--- src/rtl/boot_sequencer.sv ---
// Boot sequencer: streams a program into instruction memory, holds the core in reset,
// releases it to run, and stops it on a halt instruction or when the cycle budget runs out.
module boot_sequencer #(
    parameter int                 INST_W     = 16,
    parameter int                 ADDR_W     = 8,
    parameter int                 RST_HOLD   = 4,
    parameter int                 MAX_CYCLES = 1024,
    parameter logic [INST_W-1:0]  HALT_WORD  = {INST_W{1'b1}}
) (
    input  logic              clk,
    input  logic              rst,
    input  logic              start,
    input  logic              ld_valid,
    output logic              ld_ready,
    input  logic [INST_W-1:0] ld_data,
    input  logic              ld_last,
    output logic              imem_we,
    output logic [ADDR_W-1:0] imem_addr,
    output logic [INST_W-1:0] imem_wdata,
    output logic              cpu_rst,
    input  logic [INST_W-1:0] cpu_inst,
    input  logic              cpu_inst_vld,
    output logic [ADDR_W:0]   words_loaded,
    output logic [31:0]       run_cycles,
    output logic              busy,
    output logic              done,
    output logic              timeout,
    output logic              overflow
);

    typedef enum logic [2:0] {
        S_IDLE = 3'd0,
        S_LOAD = 3'd1,
        S_HOLD = 3'd2,
        S_RUN  = 3'd3,
        S_DONE = 3'd4
    } state_t;

    localparam int                HOLD_W    = (RST_HOLD > 1) ? $clog2(RST_HOLD) : 1;
    localparam logic [ADDR_W-1:0] ADDR_MAX  = {ADDR_W{1'b1}};
    localparam logic [ADDR_W-1:0] ADDR_ONE  = {{(ADDR_W-1){1'b0}}, 1'b1};
    localparam logic [ADDR_W:0]   WORD_ONE  = {{ADDR_W{1'b0}}, 1'b1};
    localparam logic [HOLD_W-1:0] HOLD_ONE  = {{(HOLD_W-1){1'b0}}, 1'b1};
    localparam logic [HOLD_W-1:0] HOLD_LAST = HOLD_W'(RST_HOLD - 1);
    localparam logic [31:0]       RUN_LAST  = 32'(MAX_CYCLES - 1);

    state_t            state_r;
    logic [ADDR_W-1:0] addr_r;
    logic [HOLD_W-1:0] hold_cnt_r;

    // Sequencer FSM; every output is a register updated alongside the state.
    always_ff @(posedge clk or negedge rst) begin
        if (!rst) begin
            state_r      <= S_IDLE;
            addr_r       <= {ADDR_W{1'b0}};
            hold_cnt_r   <= {HOLD_W{1'b0}};
            ld_ready     <= 1'b0;
            imem_we      <= 1'b0;
            imem_addr    <= {ADDR_W{1'b0}};
            imem_wdata   <= {INST_W{1'b0}};
            cpu_rst      <= 1'b1;
            words_loaded <= {(ADDR_W+1){1'b0}};
            run_cycles   <= 32'd0;
            busy         <= 1'b0;
            done         <= 1'b0;
            timeout      <= 1'b0;
            overflow     <= 1'b0;
        end else begin
            imem_we <= 1'b0;
            case (state_r)
                S_IDLE, S_DONE: begin
                    if (start) begin
                        state_r      <= S_LOAD;
                        addr_r       <= {ADDR_W{1'b0}};
                        words_loaded <= {(ADDR_W+1){1'b0}};
                        run_cycles   <= 32'd0;
                        done         <= 1'b0;
                        timeout      <= 1'b0;
                        overflow     <= 1'b0;
                        ld_ready     <= 1'b1;
                        busy         <= 1'b1;
                        cpu_rst      <= 1'b1;
                    end
                end
                S_LOAD: begin
                    // ld_ready is high throughout LOAD, so ld_valid alone is the handshake.
                    if (ld_valid) begin
                        imem_we      <= 1'b1;
                        imem_addr    <= addr_r;
                        imem_wdata   <= ld_data;
                        words_loaded <= words_loaded + WORD_ONE;
                        if (ld_last || (addr_r == ADDR_MAX)) begin
                            state_r    <= S_HOLD;
                            ld_ready   <= 1'b0;
                            overflow   <= ~ld_last;
                            hold_cnt_r <= {HOLD_W{1'b0}};
                        end else begin
                            addr_r <= addr_r + ADDR_ONE;
                        end
                    end
                end
                S_HOLD: begin
                    if (hold_cnt_r == HOLD_LAST) begin
                        state_r <= S_RUN;
                        cpu_rst <= 1'b0;
                    end else begin
                        hold_cnt_r <= hold_cnt_r + HOLD_ONE;
                    end
                end
                S_RUN: begin
                    // The ending cycle does not count, so a budget stop reports MAX_CYCLES-1.
                    if (cpu_inst_vld && (cpu_inst == HALT_WORD)) begin
                        state_r <= S_DONE;
                        timeout <= 1'b0;
                        done    <= 1'b1;
                        busy    <= 1'b0;
                        cpu_rst <= 1'b1;
                    end else if (run_cycles == RUN_LAST) begin
                        state_r <= S_DONE;
                        timeout <= 1'b1;
                        done    <= 1'b1;
                        busy    <= 1'b0;
                        cpu_rst <= 1'b1;
                    end else if (run_cycles != 32'hFFFF_FFFF) begin
                        run_cycles <= run_cycles + 32'd1;
                    end
                end
                default: begin
                    state_r  <= S_IDLE;
                    ld_ready <= 1'b0;
                    busy     <= 1'b0;
                    cpu_rst  <= 1'b1;
                end
            endcase
        end
    end

endmodule

--- config.mk ---
export PLATFORM = sky130hd
export DESIGN_NAME = boot_sequencer
export DESIGN_NICKNAME = d
export VERILOG_FILES = /design/src/rtl/boot_sequencer.sv
export SDC_FILE = /design/constraint.sdc
export NUM_CORES = 1
export LEC_CHECK = 0
export ABC_AREA = 1
export BUFFER_PORTS_ARGS = -buffer_cell sky130_fd_sc_hd__buf_2
export CAP_MARGIN = 20
export CELL_PAD_IN_SITES_DETAIL_PLACEMENT = 1
export CELL_PAD_IN_SITES_GLOBAL_PLACEMENT = 2
export CORE_MARGIN = 4
export CORE_UTILIZATION = 27
export DETAILED_ROUTE_END_ITERATION = 12
export GPL_ROUTABILITY_DRIVEN = 0
export GPL_TIMING_DRIVEN = 0
export PLACE_DENSITY = 0.82
export SYNTH_ARGS = -nofsm -noshare
export SYNTH_HDL_FRONTEND = slang
export SYNTH_SLANG_ARGS = --single-unit
export TNS_END_PERCENT = 50
--- constraint.sdc ---
create_clock -name clk -period 1.73 [get_ports clk]
set_clock_uncertainty 0.2 [all_clocks]
set_input_delay 0.173 -clock clk [delete_from_list [all_inputs] [get_ports clk]]
set_output_delay 0.173 -clock clk [all_outputs]
set_load 0.01 [all_outputs]
==> impl_results.md <==
* Hold Fails Final Rpt at 0
* Via count at 5,322
* Unique masters post-synth at 38
* Ant. Diodes at 0
* Vias in the first global route at 5,381
* Post-Syn Nets at 774
* Critical path cell sequence: ha_4, nand2_4, nor2_4, nand2_4, nor2_1, nand3_1, nand2_2, nor2_8, buf_8, buf_8, nand3_1, nand2_1
* Setup-failing EPs final at 38
* FF-to-FF path depth at 12
* Final Instance Area at 0.00719 sq mm
* Starting Density at 0.275
* DRT iter0 DRCs at 185
* Global-route usage over all layers at 0.166
* Layout net count at 961
* Residual DRC count at 0
* Grt total ovfl at 0
* First-pass DRT Iterations at 4
* Die Ht at 146 microns
* Total power draw at 8.55 mW
* Die Width at 146 microns
* CP peak stage delay at 0.40 ns
* Skew-Pair Late Insertion Delay at 0.36 ns
* Yosys reg bits at 85
* Syn_area_per_cell at 7.03 sq um
* Routed Antenna Nets at 0
* Worst vdd ir at 0.605 mV
* CP Launch Point: run_cycles[1]
* Fin crit share at 1.16
* Max cap viols at 0
* Worst setup EP type: flop
* I/O Buffers at 109
* Largest net degree at the start of global routing at 64
* Post-synth EDFFs at 0
* DP HPWL at 12,700 microns
* First-pass GRT wire length at 28,800 microns
* Min-Delay Path Class: input pin to flop
* Sw Share at 0.422
* Final WL at 17,800 microns
* Critical Path Start Type: flop
* Asr flop ratio synth at 1.00
* Top cell type's share of synthesized area at 0.409
* Worst r2r src: run_cycles[1]
* Switching pwr at 3.60 mW
* CP max stage cell: dfrtp_1
* Setup TNS at -8.65 ns
* Largest area contributor in the netlist: dfrtp_1
* Die area at 0.0213 sq mm
* Area growth from synthesis to layout at 39.8%
* Core ar. at 0.0187 sq mm
* Synthesized instance count at 732
* Crit path kind: flop to flop
* Worst EP required at 1.76 ns
* Final core occ at 0.385
* Power share of the clock group at 0.235
* Leakage power at 3.54 nW
* Final worst setup slack at -0.283 ns
* RSZ-0062 raised after global routing: true
* CTS buffer count at 9
* Top cells by area, synth: dfrtp_1, nand2_1, nor2_1, nand3_1, inv_1
* Arr. time, crit path at 2.05 ns
* Pwr Density at 1190 mW/mm^2
* Syn. warnings at 0
* Failing checks: negative setup slack
* WP buf/inv at 2
* Place WS at -0.398 ns
* Int Power at 4.94 mW
* Clock-pin slew on the worst setup and hold paths at 0.07 ns
* Fill count at 2,334
* Comb pwr share at 0.463
* Number of vias per cell at 4.60
* # IOs at 110
* Worst relative slew slack at 0.677
* Status: finished with violations
* TritonCTS Sinks at 85
* RR Endpoint: run_cycles[18]
* FF-to-FF setup slack at -0.28 ns
* Top delay family on crit path: simple AND/OR/NAND/NOR gates
* # rows at 50
* Critical Path Stages at 12
* Max-slew violation count at 0
* CP endpoint: run_cycles[18]
* Most used DFF post-synth: dfrtp_1
* Initial antenna violation count at 0
* Root buf cell: clkbuf_16
* Post-Synthesis Cell Area at 0.00514 sq mm
* Least-Margin Pin Slew at 0.484 ns
* Drt wl/cell at 15.4 microns
* Peak fanout along the critical path at 10
* Register area share after synthesis at 0.414
* TritonCTS clock tree: done
* Max H-tree Level at 3
* Fin crit period at 2.01 ns
* Max Freq at 0.497 GHz
* Clk buf depth at 2
* Layout cells sized above 1 at 0.347
* Seq pwr share at 0.303
* Placement Cell Area at 0.00603 sq mm
-- metrics by stage --
step | hold slack, ns | instances
after floorplan | -0.323 | 732
after global placement | 0.174 | 1075
after detailed placement | -0.0998 | 1076
after CTS | 0.00295 | 1133
after global routing | 0.0327 | 1158
final | 0.0231 | 1158
-- layout make-up --
cell class | instances | area, sq um | area share
clock inverter | 7 | 73.8 | 0.0103
buffer | 16 | 184 | 0.0256
inverter | 68 | 267 | 0.0370
multi-input combinational | 563 | 2840 | 0.394
sequential | 85 | 2170 | 0.301
clock buffer | 9 | 225 | 0.0313
tap | 234 | 293 | 0.0407
timing repair buffer | 176 | 1150 | 0.160
-- how the worst min path moves through the flow --
stage	startpoint	end	slack, ns	depth (start not counted)
6_report	ld_last	overflow	0.02	3
2_1_floorplan	rst	addr_r[0]	-0.32	0
3_5_place_dp	rst	imem_addr[0]	-0.1	1
5_1_grt	ld_last	overflow	0.03	3
4_1_cts	ld_last	overflow	0.003	3
3_3_place_gp	ld_data[2]	imem_wdata[2]	0.17	3
-- kinds of logic (layout without fill, tap and decap cells) --
logic type / after synthesis / after routing / synth area share
adders and majority gates: 4 / 4 / 0.00973
AOI/OAI and AO/OA: 54 / 54 / 0.0608
DFF: 85 / 85 / 0.414
and+or+nand+nor: 497 / 497 / 0.429
buffers and inverters: 84 / 276 / 0.0737
xor gates and xnor gates: 8 / 8 / 0.0136
-- power by group through the flow --
stage	sequential [mW]	combinational, mW	clock [mW]
final	2.59	3.95	2.00
after global routing	2.63	4.36	2.18
after CTS	2.57	3.83	2.08
after detailed placement	2.62	3.23	0
after global placement	2.61	3.18	0
after floorplan	2.74	2.03	0
-- flip-flops by register name, summed over array words and instances, names as in the netlist --
| register | count |
|---|---|
| busy | 1 |
| addr_r | 8 |
| timeout | 1 |
| imem_wdata | 16 |
| hold_cnt_r | 2 |
| words_loaded | 9 |
| cpu_rst | 1 |
| imem_addr | 8 |
| done | 1 |
| state_r | 3 |
| run_cycles | 32 |
| overflow | 1 |
| imem_we | 1 |
| ld_ready | 1 |
-- routing by layer --
metal  up-vias  GRT usage  part of all wire
met5         -          0                 0
met2        89      0.274              0.47
li1       2675          -                 -
met1      2541      0.225              0.47
met4         0     0.0437             0.015
met3        17     0.0326             0.039
-- synthesized netlist by cell type (2+ instances only) --
master    number
o21ai_1       12
nand2_1      252
o21a_1         3
nor2_8         2
nand4_1        3
ha_1           4
inv_2          7
nor2_1       107
nor2_4         4
nor2_2         5
buf_12         3
a21oi_1       16
nor3_1        12
a211oi_1       2
buf_2          3
nand3_1       67
nand2_4        2
clkbuf_1       7
xor2_1         7
o31ai_1        2
dfrtp_1       84
inv_1         61
a22o_1         2
buf_4          3
nand2_2       36
o21ai_0       14
-- layout by cell type, fill, tap and decap left out, drive strengths merged --
| cell type | netlist | routed |
|---|---|---|
| a211oi | 2 | 2 |
| a21boi | 1 | 1 |
| a21oi | 17 | 17 |
| a22o | 2 | 2 |
| and2 | 1 | 1 |
| buf | 9 | 170 |
| clkbuf | 7 | 14 |
| clkinv | 0 | 3 |
| clkinvlp | 0 | 1 |
| dfrtp | 84 | 84 |
| dfstp | 1 | 1 |
| dlygate4sd3 | 0 | 17 |
| ha | 4 | 4 |
| inv | 68 | 71 |
| nand2 | 291 | 291 |
| nand3 | 69 | 69 |
| nand3b | 1 | 1 |
| nand4 | 3 | 3 |
| nor2 | 118 | 118 |
| nor3 | 13 | 13 |
| nor3b | 1 | 1 |
| o21a | 3 | 3 |
| o21ai | 26 | 26 |
| o22a | 1 | 1 |
| o31ai | 2 | 2 |
| xnor2 | 1 | 1 |
| xor2 | 7 | 7 |
-- tightest hold or removal path, cell delays in order --
cell and delay [ns]:
buf_2 0.10, nor2_1 0.06, o22a_1 0.20
-- timing repair --
item | in CTS | in global routing
hold buffers | 17 | 0
hold endpoints to repair | 101 | 0
resized for setup | 69 | 40
pin swaps | 13 | 7
buffers inserted | 23 | 25
setup endpoints to repair | 83 | 83
cloned | 1 | 0
Note: power is estimated with default switching activity, not from simulation.
